**src/rtl/emoji_pkg.sv**
```systemverilog
// rtl/emoji_pkg.sv - shared emoji codes, state encoding and message defaults
package emoji_pkg;

  localparam int CODE_W    = 3;
  localparam int DEPTH_DEF = 8;

  localparam logic [CODE_W-1:0] EMOJI_NONE = 3'd0;
  localparam logic [CODE_W-1:0] EMOJI_1    = 3'd1;
  localparam logic [CODE_W-1:0] EMOJI_2    = 3'd2;
  localparam logic [CODE_W-1:0] EMOJI_3    = 3'd3;
  localparam logic [CODE_W-1:0] EMOJI_4    = 3'd4;

  typedef enum logic {
    ST_IDLE = 1'b0,
    ST_SEND = 1'b1
  } state_e;

  // Lowest pressed button wins when several rise together.
  function automatic logic [1:0] lowest_index(input logic [3:0] p);
    if (p[0]) return 2'd0;
    if (p[1]) return 2'd1;
    if (p[2]) return 2'd2;
    return 2'd3;
  endfunction

endpackage

```
**src/rtl/rise_detect.sv**
```systemverilog
// rtl/rise_detect.sv - rising-edge detector; history presets to ones so held buttons never fire
module rise_detect #(
  parameter int W = 1
) (
  input  logic         clk_i,
  input  logic         rst_ni,
  input  logic [W-1:0] in_i,
  output logic [W-1:0] rise_o
);

  logic [W-1:0] prev_q;

  always_ff @(posedge clk_i or negedge rst_ni) begin
    if (!rst_ni) prev_q <= '1;
    else         prev_q <= in_i;
  end

  assign rise_o = in_i & ~prev_q;

endmodule

```
**src/rtl/emoji_message_composer.sv**
```systemverilog
// rtl/emoji_message_composer.sv - composes emoji presses into a buffered message and streams it on send
module emoji_message_composer #(
  parameter int DEPTH  = emoji_pkg::DEPTH_DEF,
  parameter int CODE_W = emoji_pkg::CODE_W
) (
  input  logic              FPGA_clock,
  input  logic              resetn,
  input  logic [3:0]        emoji_in,
  input  logic              send_in,
  input  logic              clear_in,
  input  logic              tx_ready,
  output logic              tx_valid,
  output logic [CODE_W-1:0] tx_data,
  output logic              tx_last,
  output logic [3:0]        msg_len,
  output logic              full,
  output logic              sending,
  output logic              dropped
);
  import emoji_pkg::*;

  logic [3:0] emoji_rise;
  logic       send_rise, clear_rise, emoji_any;
  logic [CODE_W-1:0] code_w;

  state_e state_q, state_d;
  logic [3:0] msg_len_q, msg_len_d, rd_ptr_q, rd_ptr_d;
  logic       dropped_q, dropped_d, wr_en, full_w, last_w;
  logic [CODE_W-1:0] slot_q [16];

  rise_detect #(.W(4)) u_rise_emoji (.clk_i(FPGA_clock), .rst_ni(resetn), .in_i(emoji_in), .rise_o(emoji_rise));
  rise_detect #(.W(1)) u_rise_send  (.clk_i(FPGA_clock), .rst_ni(resetn), .in_i(send_in),  .rise_o(send_rise));
  rise_detect #(.W(1)) u_rise_clear (.clk_i(FPGA_clock), .rst_ni(resetn), .in_i(clear_in), .rise_o(clear_rise));

  assign emoji_any = |emoji_rise;
  assign code_w    = CODE_W'(lowest_index(emoji_rise)) + CODE_W'(1);
  assign full_w    = (msg_len_q == 4'(DEPTH));
  assign last_w    = (rd_ptr_q == msg_len_q - 4'd1);

  always_ff @(posedge FPGA_clock or negedge resetn) begin
    if (!resetn) state_q <= ST_IDLE;
    else         state_q <= state_d;
  end

  always_comb begin
    state_d = state_q;
    case (state_q)
      ST_IDLE: if (!clear_rise && send_rise && msg_len_q != 4'd0) state_d = ST_SEND;
      ST_SEND: if (tx_ready && last_w) state_d = ST_IDLE;
      default: state_d = ST_IDLE;
    endcase
  end

  always_comb begin
    sending  = (state_q == ST_SEND);
    tx_valid = sending;
    tx_data  = sending ? slot_q[rd_ptr_q] : EMOJI_NONE;
    tx_last  = sending && last_w;
    msg_len  = msg_len_q;
    full     = full_w;
    dropped  = dropped_q;
  end

  // Any emoji press that does not land in the buffer raises dropped.
  always_comb begin
    msg_len_d = msg_len_q;
    rd_ptr_d  = rd_ptr_q;
    dropped_d = 1'b0;
    wr_en     = 1'b0;
    if (state_q == ST_IDLE) begin
      if (clear_rise) begin
        msg_len_d = 4'd0;
        dropped_d = emoji_any;
      end else if (send_rise) begin
        rd_ptr_d  = 4'd0;
        dropped_d = emoji_any;
      end else if (emoji_any) begin
        if (!full_w) begin
          wr_en     = 1'b1;
          msg_len_d = msg_len_q + 4'd1;
        end else begin
          dropped_d = 1'b1;
        end
      end
    end else begin
      dropped_d = emoji_any;
      if (tx_ready) begin
        if (last_w) msg_len_d = 4'd0;
        else        rd_ptr_d  = rd_ptr_q + 4'd1;
      end
    end
  end

  always_ff @(posedge FPGA_clock or negedge resetn) begin
    if (!resetn) begin
      msg_len_q <= 4'd0;
      rd_ptr_q  <= 4'd0;
      dropped_q <= 1'b0;
    end else begin
      msg_len_q <= msg_len_d;
      rd_ptr_q  <= rd_ptr_d;
      dropped_q <= dropped_d;
    end
  end

  always_ff @(posedge FPGA_clock) begin
    if (wr_en) slot_q[msg_len_q] <= code_w;
  end

endmodule
```
**config.mk**
```make
export PLATFORM = sky130hd
export DESIGN_NAME = emoji_message_composer
export DESIGN_NICKNAME = d
export VERILOG_FILES = /design/src/rtl/emoji_pkg.sv /design/src/rtl/rise_detect.sv /design/src/rtl/emoji_message_composer.sv
export SDC_FILE = /design/constraint.sdc
export NUM_CORES = 1
export LEC_CHECK = 0
export BUFFER_PORTS_ARGS = -buffer_cell sky130_fd_sc_hd__buf_4
export CORE_MARGIN = 5
export CORE_UTILIZATION = 54
export DETAILED_ROUTE_END_ITERATION = 8
export HOLD_SLACK_MARGIN = 0.12
export PLACE_DENSITY = 0.75
export SETUP_SLACK_MARGIN = 0.05
export SYNTH_ARGS = -nofsm -noshare
export SYNTH_HDL_FRONTEND = slang
export SYNTH_SLANG_ARGS = --single-unit
export TNS_END_PERCENT = 50
```
**constraint.sdc**
```tcl
create_clock -name FPGA_clock -period 2.2 [get_ports FPGA_clock]
set_input_delay 0.22 -clock FPGA_clock [delete_from_list [all_inputs] [get_ports FPGA_clock]]
set_output_delay 0.22 -clock FPGA_clock [all_outputs]
set_load 0.1 [all_outputs]
```
* Yosys cells after proc, flatten, opt, wreduce, memory -nomap -nowiden
Memories as Yosys holds them, arrays and structs flattened. Index checks and enable logic that the tools add are counted.
Word-level totals: flip-flop bits (word level) 16, memories kept 1, memory bits (writable) 48, output and inout port bits 12
Memory list:
- slot_q | words 16, width 3, read ports 1, clocked after memory_dff 0, wr ports 1, line emoji_message_composer.sv:29 | logic [CODE_W-1:0] slot_q [16];
Operators by class: add/subtract/negate cells 4, equal/unequal tests 8, bitwise operators 7, reductions and logical operators 11, multiplexer cells 40
Operators by type and width (count):
- $mux W4 | 12
- $mux W1 | 20
- $mux W2 | 6
- $add A4 B1 Y4 const B | 2
- $ne A3 B1 Y1 const B | 2
- $reduce_and A5 Y1 | 1
- $and A4 B4 Y4 | 1
- $eq A4 B4 Y1 | 1
- $eq A4 B4 Y1 const B | 1
- $logic_and A1 B1 Y1 | 4
- $ne A2 B1 Y1 const B | 2
- $ne A2 B2 Y1 const B | 2
- $not A4 Y4 | 1
- $reduce_and A4 Y1 | 1
- $reduce_bool A4 Y1 | 1
- $reduce_or A4 Y1 | 1
- $sub A4 B1 Y4 const B | 1
- $add A2 B1 Y3 const B | 1
- $mux W3 | 1
- $not A1 Y1 | 3
- $reduce_bool A3 Y1 | 1
- $and A1 B1 Y1 | 2
- $pmux W1 S2 | 1
- $reduce_bool A2 Y1 | 1
- $logic_not A1 Y1 | 1

* Longest topological paths before layout
Gate-level depths: netlist of the first run.
depth after elaboration 10, depth in mapped cells 7, gate-level depth less buffers 6

* By module
Synthesis of the first run repeated with hierarchy kept, for this count alone.
Second synthesis, totals: cells, all modules 198, area, all modules 2955.3 um^2
Modules (own cells, without submodules):
- emoji_message_composer | times used 1, cells an instance 186, area an instance 2715.1 um^2
- rise_detect at u_rise_emoji | times used 1, cells an instance 8, area an instance 160.2 um^2
- rise_detect at u_rise_clear ... | times used 2, cells an instance 2, area an instance 40.0 um^2

* Least setup slack after synthesis of the first run
No wires, ideal clock.
path type register to output, start register msg_len_q[0], in the netlist msg_len[0], end output port tx_last, stages on the path, launching flop included 6, path slack -2.044 ns, arrival time 4.024 ns, path buffers 0, cell sequence dfrtp_1 -> inv_1 -> ha_1 -> xor2_1 -> nand3_1 -> nor3_1
Between the ends: cells in the longest elaborated chain, start to end 3
RTL lines:
- start, declared | line emoji_message_composer.sv:27 | logic [3:0] msg_len_q, msg_len_d, rd_ptr_q, rd_ptr_d;
- start signal, assigned | line emoji_message_composer.sv:100 | msg_len_q <= msg_len_d;
- $sub A4 B1 Y4 | line emoji_message_composer.sv:38 | assign last_w = (rd_ptr_q == msg_len_q - 4'd1);
- $eq A4 B4 Y1 | line emoji_message_composer.sv:38
- $logic_and A1 B1 Y1 | line emoji_message_composer.sv:58 | tx_last = sending && last_w;
- end, declared | line emoji_message_composer.sv:14 | output logic tx_last,
No other way between the ends.

* Worst setup path after layout of the first run
start register rd_ptr_q[0], end output port tx_data[2]
Between the ends: cells in the longest elaborated chain, start to end 2
RTL lines:
- start, declared | line emoji_message_composer.sv:27
- start signal, assigned | line emoji_message_composer.sv:101 | rd_ptr_q <= rd_ptr_d;
- $mem_v2 Z16 W3
- $mux W3 | line emoji_message_composer.sv:57 | tx_data = sending ? slot_q[rd_ptr_q] : EMOJI_NONE;
- end, declared | line emoji_message_composer.sv:13 | output logic [CODE_W-1:0] tx_data,
No other way between the ends.

==> results of run 1 <==
-- state kept, by name (all words and copies together) (netlist names) --
register / cells
u_rise_emoji.prev_q: 4
dropped: 1
u_rise_clear.prev_q: 1
sending: 1
u_rise_send.prev_q: 1
slot_q: 48
rd_ptr_q: 4
msg_len: 4
-- synth_stat cells, drive strengths merged, types with 4 or more instances --
library cell | count | share of area
and3 | 7 | 0.014
ha | 7 | 0.029
inv | 9 | 0.011
nand2 | 7 | 0.0087
nor2b | 7 | 0.014
nor4 | 4 | 0.013
nor3 | 5 | 0.0082
nand3 | 9 | 0.015
dfrtp | 10 | 0.082
dfstp | 6 | 0.052
mux2i | 8 | 0.026
mux4 | 12 | 0.089
and4 | 8 | 0.023
nor2 | 5 | 0.0062
buf | 9 | 0.019
edfxtp | 48 | 0.48
o211ai | 6 | 0.015
nand2b | 4 | 0.0082
-- area by class of cell --
class	instances	area, µm²	share of cell area
sequential	64	1868	0.4788
multi-input combinational	121	1292	0.3313
timing repair buffer	36	367.9	0.09429
clock buffer	9	123.9	0.03175
clock inverter	7	120.1	0.03079
tap	72	90.09	0.02309
inverter	9	38.79	0.009942
-- worst max path at each step --
| stage | from | to | slack, ps | depth (start not counted) |
|---|---|---|---|---|
| after floorplan | msg_len[0] | tx_last | -90 | 5 |
| after global placement | rd_ptr_q[1] | tx_data[2] | 290 | 4 |
| after detailed placement | rd_ptr_q[0] | tx_data[2] | 170 | 5 |
| after CTS | rd_ptr_q[0] | tx_data[2] | -1 | 5 |
| after global routing | rd_ptr_q[0] | tx_data[2] | -60 | 5 |
| final | rd_ptr_q[0] | tx_data[2] | 40 | 5 |
-- power by group through the flow --
stage / sequential (mW) / combinational, mW / clock [mW]
final: 1.66 / 2.94 / 1.22
after global routing: 1.69 / 3.08 / 1.31
after CTS: 1.65 / 2.85 / 1.23
after detailed placement: 1.67 / 2.54 / 0
after global placement: 1.66 / 2.47 / 0
after floorplan: 1.82 / 1.87 / 0
-- stage by stage --
step | cells | setup WS, ps
floorplan | 206 | -93.98
global placement | 294 | 292.9
detailed placement | 294 | 170.2
CTS | 317 | -1.052
global route | 318 | -55.23
finish | 318 | 40.29
-- metal layers --
layer	vias to the layer above	part of all wire	GRT usage
li1	871	-	-
met1	935	0.39	0.2354
met3	15	0.052	0.04951
met5	-	0	0
met2	70	0.54	0.3390
met4	0	0.019	0.06331
-- logic make-up after synthesis --
logic type | count (synthesis) | share of synthesized area
mux | 20 | 0.1155
other cells | 1 | 0.001236
compound gates | 21 | 0.05650
simple gates | 65 | 0.1348
xor+xnor | 5 | 0.01938
flops | 64 | 0.6095
buf+inv | 21 | 0.03422
fa+ha+maj | 7 | 0.02886
-- timing repair --
| action | in CTS | in global routing |
|---|---|---|
| setup endpoints to repair | 4 | 4 |
| endpoints found under the hold margin | 22 | 0 |
| pin swaps | 0 | 1 |
| hold buffers | 7 | 0 |
| resized for setup | 22 | 4 |
| gates cloned | 0 | 1 |
==> impl_metrics.yaml, run 1 <==
outcome:
  status: "finished clean"
logic_synthesis:
  netlist_instances: 204
  synth_flop_cell: "edfxtp_1"
  ys_warn_count: 0
  netlist-cell-type-count: 42
  synth_edf_count: 48
  ys_ff_latch: 64
  yosysSeqAreaShare: 0.6095
  synth_area_um2: 3034
  async_flop_share: 0.2500
  syn_avg_cell_area_um2: 14.87
clocking:
  cts_setup_buffers: 0
  cts_max_path_buffers: 2
  clkTransAtPathRegs_ps: 70
  insertion_delay_ps: 330
  cts_root_buffer: "clkbuf_8"
  cts_made_buffers: 9
  cts_max_level: 3
  cts_sinks: 64
  cts_tree: "yes"
floorplan:
  initial_utilization: 0.5544
  die-area_um2: 7218
  core_area_um2: 5473
  die_h_um: 84.96
  io_pins: 21
  die_x_um: 84.96
  num_rows: 27
cells_and_area:
  final_cell_mix: "edfxtp_1, buf_4, mux4_2"
  diodes: 0
  nNetsFinal: 257
  drive_above_1_share: 0.4187
  synthToLayoutAreaGrowth_pct: 28.58
  n_fill_cell: 365
  mostFrequentLayoutCell: "edfxtp_1"
  fin_util: 0.7128
  fin_area_um2: 3901
critical_path:
  slowest_stage: "mux4_2"
  crit_type: "register to primary output"
  timing.rr.end: "slot_q[12][2]"
  cp-start-kind: "register"
  crit_family: "multiplexers"
  crit_top_cell: "buf_12"
  crit_chain: "buf_12, mux4_2, mux2i_4, o22ai_4, buf_12"
  crit_fanout: 6
  r2r_setup_slack_ps: 200
  r2r_cells: 6
  rr_startpoint: "msg_len[0]"
  required_ps: 1980
  crit_arrival_ps: 1940
  cp-end-kind: "primary output"
  slowest_delay_ps: 530
  path_buf_inv: 2
power_and_ir_drop:
  internal_power_mw: 3.375
  p_total_mw: 5.821
  powerDensity_nw_per_um2: 1492
  peakVddDrop_uv: 1420
  leakage_nw: 1.372
  seq_power_share: 0.286
  p_sw_mw: 2.446
  p_sw_frac: 0.4202
  pwr-share-clk: 0.209
  combPwrFrac: 0.505
sta:
  skew_ps: 4.914
  max_freq_ghz: 0.4630
  hold_viol: 0
  slew_violations: 0
  whs_ps: 274.6
  fin_crit_sh: 0.9817
  relSlewSlack: 0.6458
  finalSetupViolCount: 0
  rsz0062_at_grt: "yes"
  min_period_ps: 2160
  setup_tns_ps: 0
  tightest_slew_ps: 531.3
routing:
  first_pass_iters: 4
  detail-route-antenna-nets: 0
  first_iter_violations: 89
  viasPerCell: 5.947
  wl_um: 6464
  vias: 1891
  drc: 0
  wl_per_cell_um: 20.33
global_routing:
  grt_pass1_vias: 2051
  grt_overflow: 0
  grt_first_pass_wirelength_um: 10670
  antenna_found_initial: 0
  grt_max_degree: 18
  grt.total_usage: 0.1944
min_path:
  hold_path_class: "primary input to asynchronous set/reset pin"
placed_design:
  dpl_cell_area_um2: 3440
  dp_hpwl_um: 4433
  port-buffer-count: 20
  place_congestion: 0.8966
job:
  drv_cap: 0
Power figures use the tool's default switching activity.
==> run 2, diff against run 1 <==
--- a/config.mk
+++ b/config.mk
@@ -5,6 +5,7 @@
 export SDC_FILE = /design/constraint.sdc
 export NUM_CORES = 1
 export LEC_CHECK = 0
+export ABC_AREA = 1
 export BUFFER_PORTS_ARGS = -buffer_cell sky130_fd_sc_hd__buf_4
 export CORE_MARGIN = 5
 export CORE_UTILIZATION = 54
==> impl_metrics.yaml, run 2 <==
logic_synthesis:
  async_flop_share: 0.2500
  synth_compound_area_frac: 0.09061
  ys_warn_count: 0
  syn_avg_cell_area_um2: 10.10
  yosys.area.top_type: "edfxtp_1"
  synth_top_family_by_area: "simple AND/OR/NAND/NOR gates"
  yosysMostFrequentCell: "nor2_1"
  synth_fa_ha_area_frac: 0.02909
  synth_area_um2: 3010
  synth_simple_gate_area_frac: 0.1912
  ys_ff_latch: 64
  yosysSeqAreaShare: 0.6143
  netlist.area_leader.share: 0.4788
  ys_top_cells_by_count: "nor2_1, edfxtp_1, nand2_1, inv_1, o21ai_0"
  synth_flop_cell: "edfxtp_1"
  netlist-cell-type-count: 27
  synth_mux_area_frac: 0
  synth.area.top_cells: "edfxtp_1, dfrtp_1, nor2_1"
  netlist_instances: 298
  synthXorXnorAreaFrac: 0.008728
  synth_edf_count: 48
clocking:
  insertion_delay_ps: 320
  cts_max_path_buffers: 2
  cts_made_buffers: 9
  clkTransAtPathRegs_ps: 60
  cts_max_level: 3
  cts_root_buffer: "clkbuf_8"
  cts_tree: "yes"
  cts_sinks: 64
global_routing:
  grt.met3_usage: 0.03925
  grt_max_degree: 26
  grt_pass1_vias: 2198
  grt.total_usage: 0.1945
  grt_util_met2: 0.3160
  gr-max-usage-layer: "met2"
  grt_first_pass_wirelength_um: 10610
  grt_overflow: 0
  antenna_found_initial: 0
  grt.met1_usage: 0.2441
power_and_ir_drop:
  powerDensity_nw_per_um2: 1260
  p_total_mw: 4.631
  leakage_nw: 1.485
  peakVddDrop_uv: 1042
cells_and_area:
  final_cell_mix: "nor2_1, edfxtp_1, nand2_1"
  largest_reg_flops: 48
  drive_above_1_share: 0.2500
  final-seq-area_um2: 1862
  n_fill_cell: 435
  nNetsFinal: 357
  multi_input_area_um2: 1057
  largest_register: "slot_q"
  diodes: 0
  synthToLayoutAreaGrowth_pct: 22.07
  mostFrequentLayoutCell: "nor2_1"
floorplan:
  num_rows: 27
  core_area_um2: 5473
  io_pins: 21
  die_x_um: 84.67
  die_h_um: 84.67
  initial_utilization: 0.5501
  die-area_um2: 7168
sta:
  skew_ps: 6.357
  hold_viol: 0
  relSlewSlack: 0.6375
  tightest_slew_ps: 543.7
  min_period_ps: 2109
  whs_ps: 287.9
  slew_violations: 0
  fin_crit_sh: 0.9584
  max_freq_ghz: 0.4743
  rsz0062_at_grt: "yes"
  finalSetupViolCount: 0
routing:
  viasPerCell: 5.346
  first_pass_iters: 4
  first_iter_violations: 179
  wl_um: 6459
  drc: 0
  wl_per_cell_um: 15.53
  vias: 2224
  detail-route-antenna-nets: 0
min_path:
  hold_path_class: "primary input to asynchronous set/reset pin"
job:
  drv_cap: 0
critical_path:
  cp-end-kind: "primary output"
  crit_type: "register to primary output"
  crit_arrival_ps: 1890
  crit_top_cell: "nor2_4"
  slowest_delay_ps: 500
  crit_fanout: 4
  required_ps: 1980
  slowest_stage: "dfrtp_4"
  cp-start-kind: "register"
  crit_chain: "inv_6, ha_4, nand2_2, inv_2, nor2_1, nand2_1, nor2_4, nand2_4, nor2_4, buf_12"
placed_design:
  place_congestion: 0.8652
  dp_hpwl_um: 4348
  port-buffer-count: 20
outcome:
  status: "finished clean"
-- run 2: cell types whose count changed in the layout (fill, tap and decap cells not counted), moves of 6 or more --
| cell | delta |
|---|---|
| and3_4 | -6 |
| nor2b_1 | -7 |
| inv_1 | +16 |
| buf_4 | +8 |
| nand2_1 | +37 |
| mux4_2 | -12 |
| o21ai_0 | +17 |
| o211ai_1 | +6 |
| nor2_1 | +49 |
-- run 2: area by class of cell --
type / count / share of cell area
tap: 72 / 0.02451
sequential: 64 / 0.5066
clock inverter: 3 / 0.003064
inverter: 30 / 0.03405
clock buffer: 11 / 0.03575
timing repair buffer: 43 / 0.1083
multi-input combinational: 193 / 0.2877
-- run 2: timing repair --
item / in CTS / in global routing
gates resized for setup: 10 / 27
hold buffers: 7 / 0
setup buffers: 4 / 5
pin swaps: 1 / 6
setup endpoints to repair: 4 / 7
endpoints found under the hold margin: 22 / 0
cloned: 0 / 0
-- run 2: power breakdown --
group	switching [mW]	leakage [nW]	internal, mW
clock	0.382	0.0718	0.385
combinational	1.59	0.791	0.756
sequential	0.0862	0.622	1.43
-- run 2: critical path: cells and delay by family (launching register included) --
family	cells	cell delay, ps
and+or+nand+nor	6	590
buffers and inverters	3	290
adders and majority gates	1	200
DFF	1	500
-- run 2: worst paths after layout --
kind	startpoint	endpoint	slack, ps	cells past startpoint
setup / recovery	msg_len[0]	tx_last	90	10
hold / removal	resetn	msg_len[1]	290	2
setup reg to reg	msg_len[3]	slot_q[4][0]	220	9
hold reg to reg	msg_len[0]	msg_len[0]	620	3
max in group asynchronous	resetn	u_rise_emoji.prev_q[1]	1660	2
min in group FPGA_clock	tx_ready	sending	290	4
-- run 2: logic make-up (layout without fill, tap and decap cells) --
group | count (synthesis) | in the layout
other | 1 | 3
buffers and inverters | 43 | 87
XOR/XNOR | 3 | 3
AND/OR/NAND/NOR | 135 | 135
flip-flops | 64 | 64
AO/OA/AOI/OAI | 45 | 45
adder cells (fa/ha/maj) | 7 | 7
-- run 2: routing by layer --
layer | up-vias | routed length, µm
li1 | 1081 | -
met1 | 1060 | 2600
met2 | 75 | 3328
met3 | 8 | 422
met4 | 0 | 108
met5 | - | 0
-- run 2: metrics by stage --
step                cell area, µm²    util  setup TNS (ps)  std cells  setup WS (ps)
finish                        3675  0.6715               0        416          91.46
floorplan                     3069       -          -53.24        300         -53.24
detailed placement            3279  0.5992               0        386          93.16
CTS                           3556  0.6497               0        411          33.63
global route                  3675  0.6715          -37.91        416         -37.91
global placement              3279  0.5992               0        386          183.7
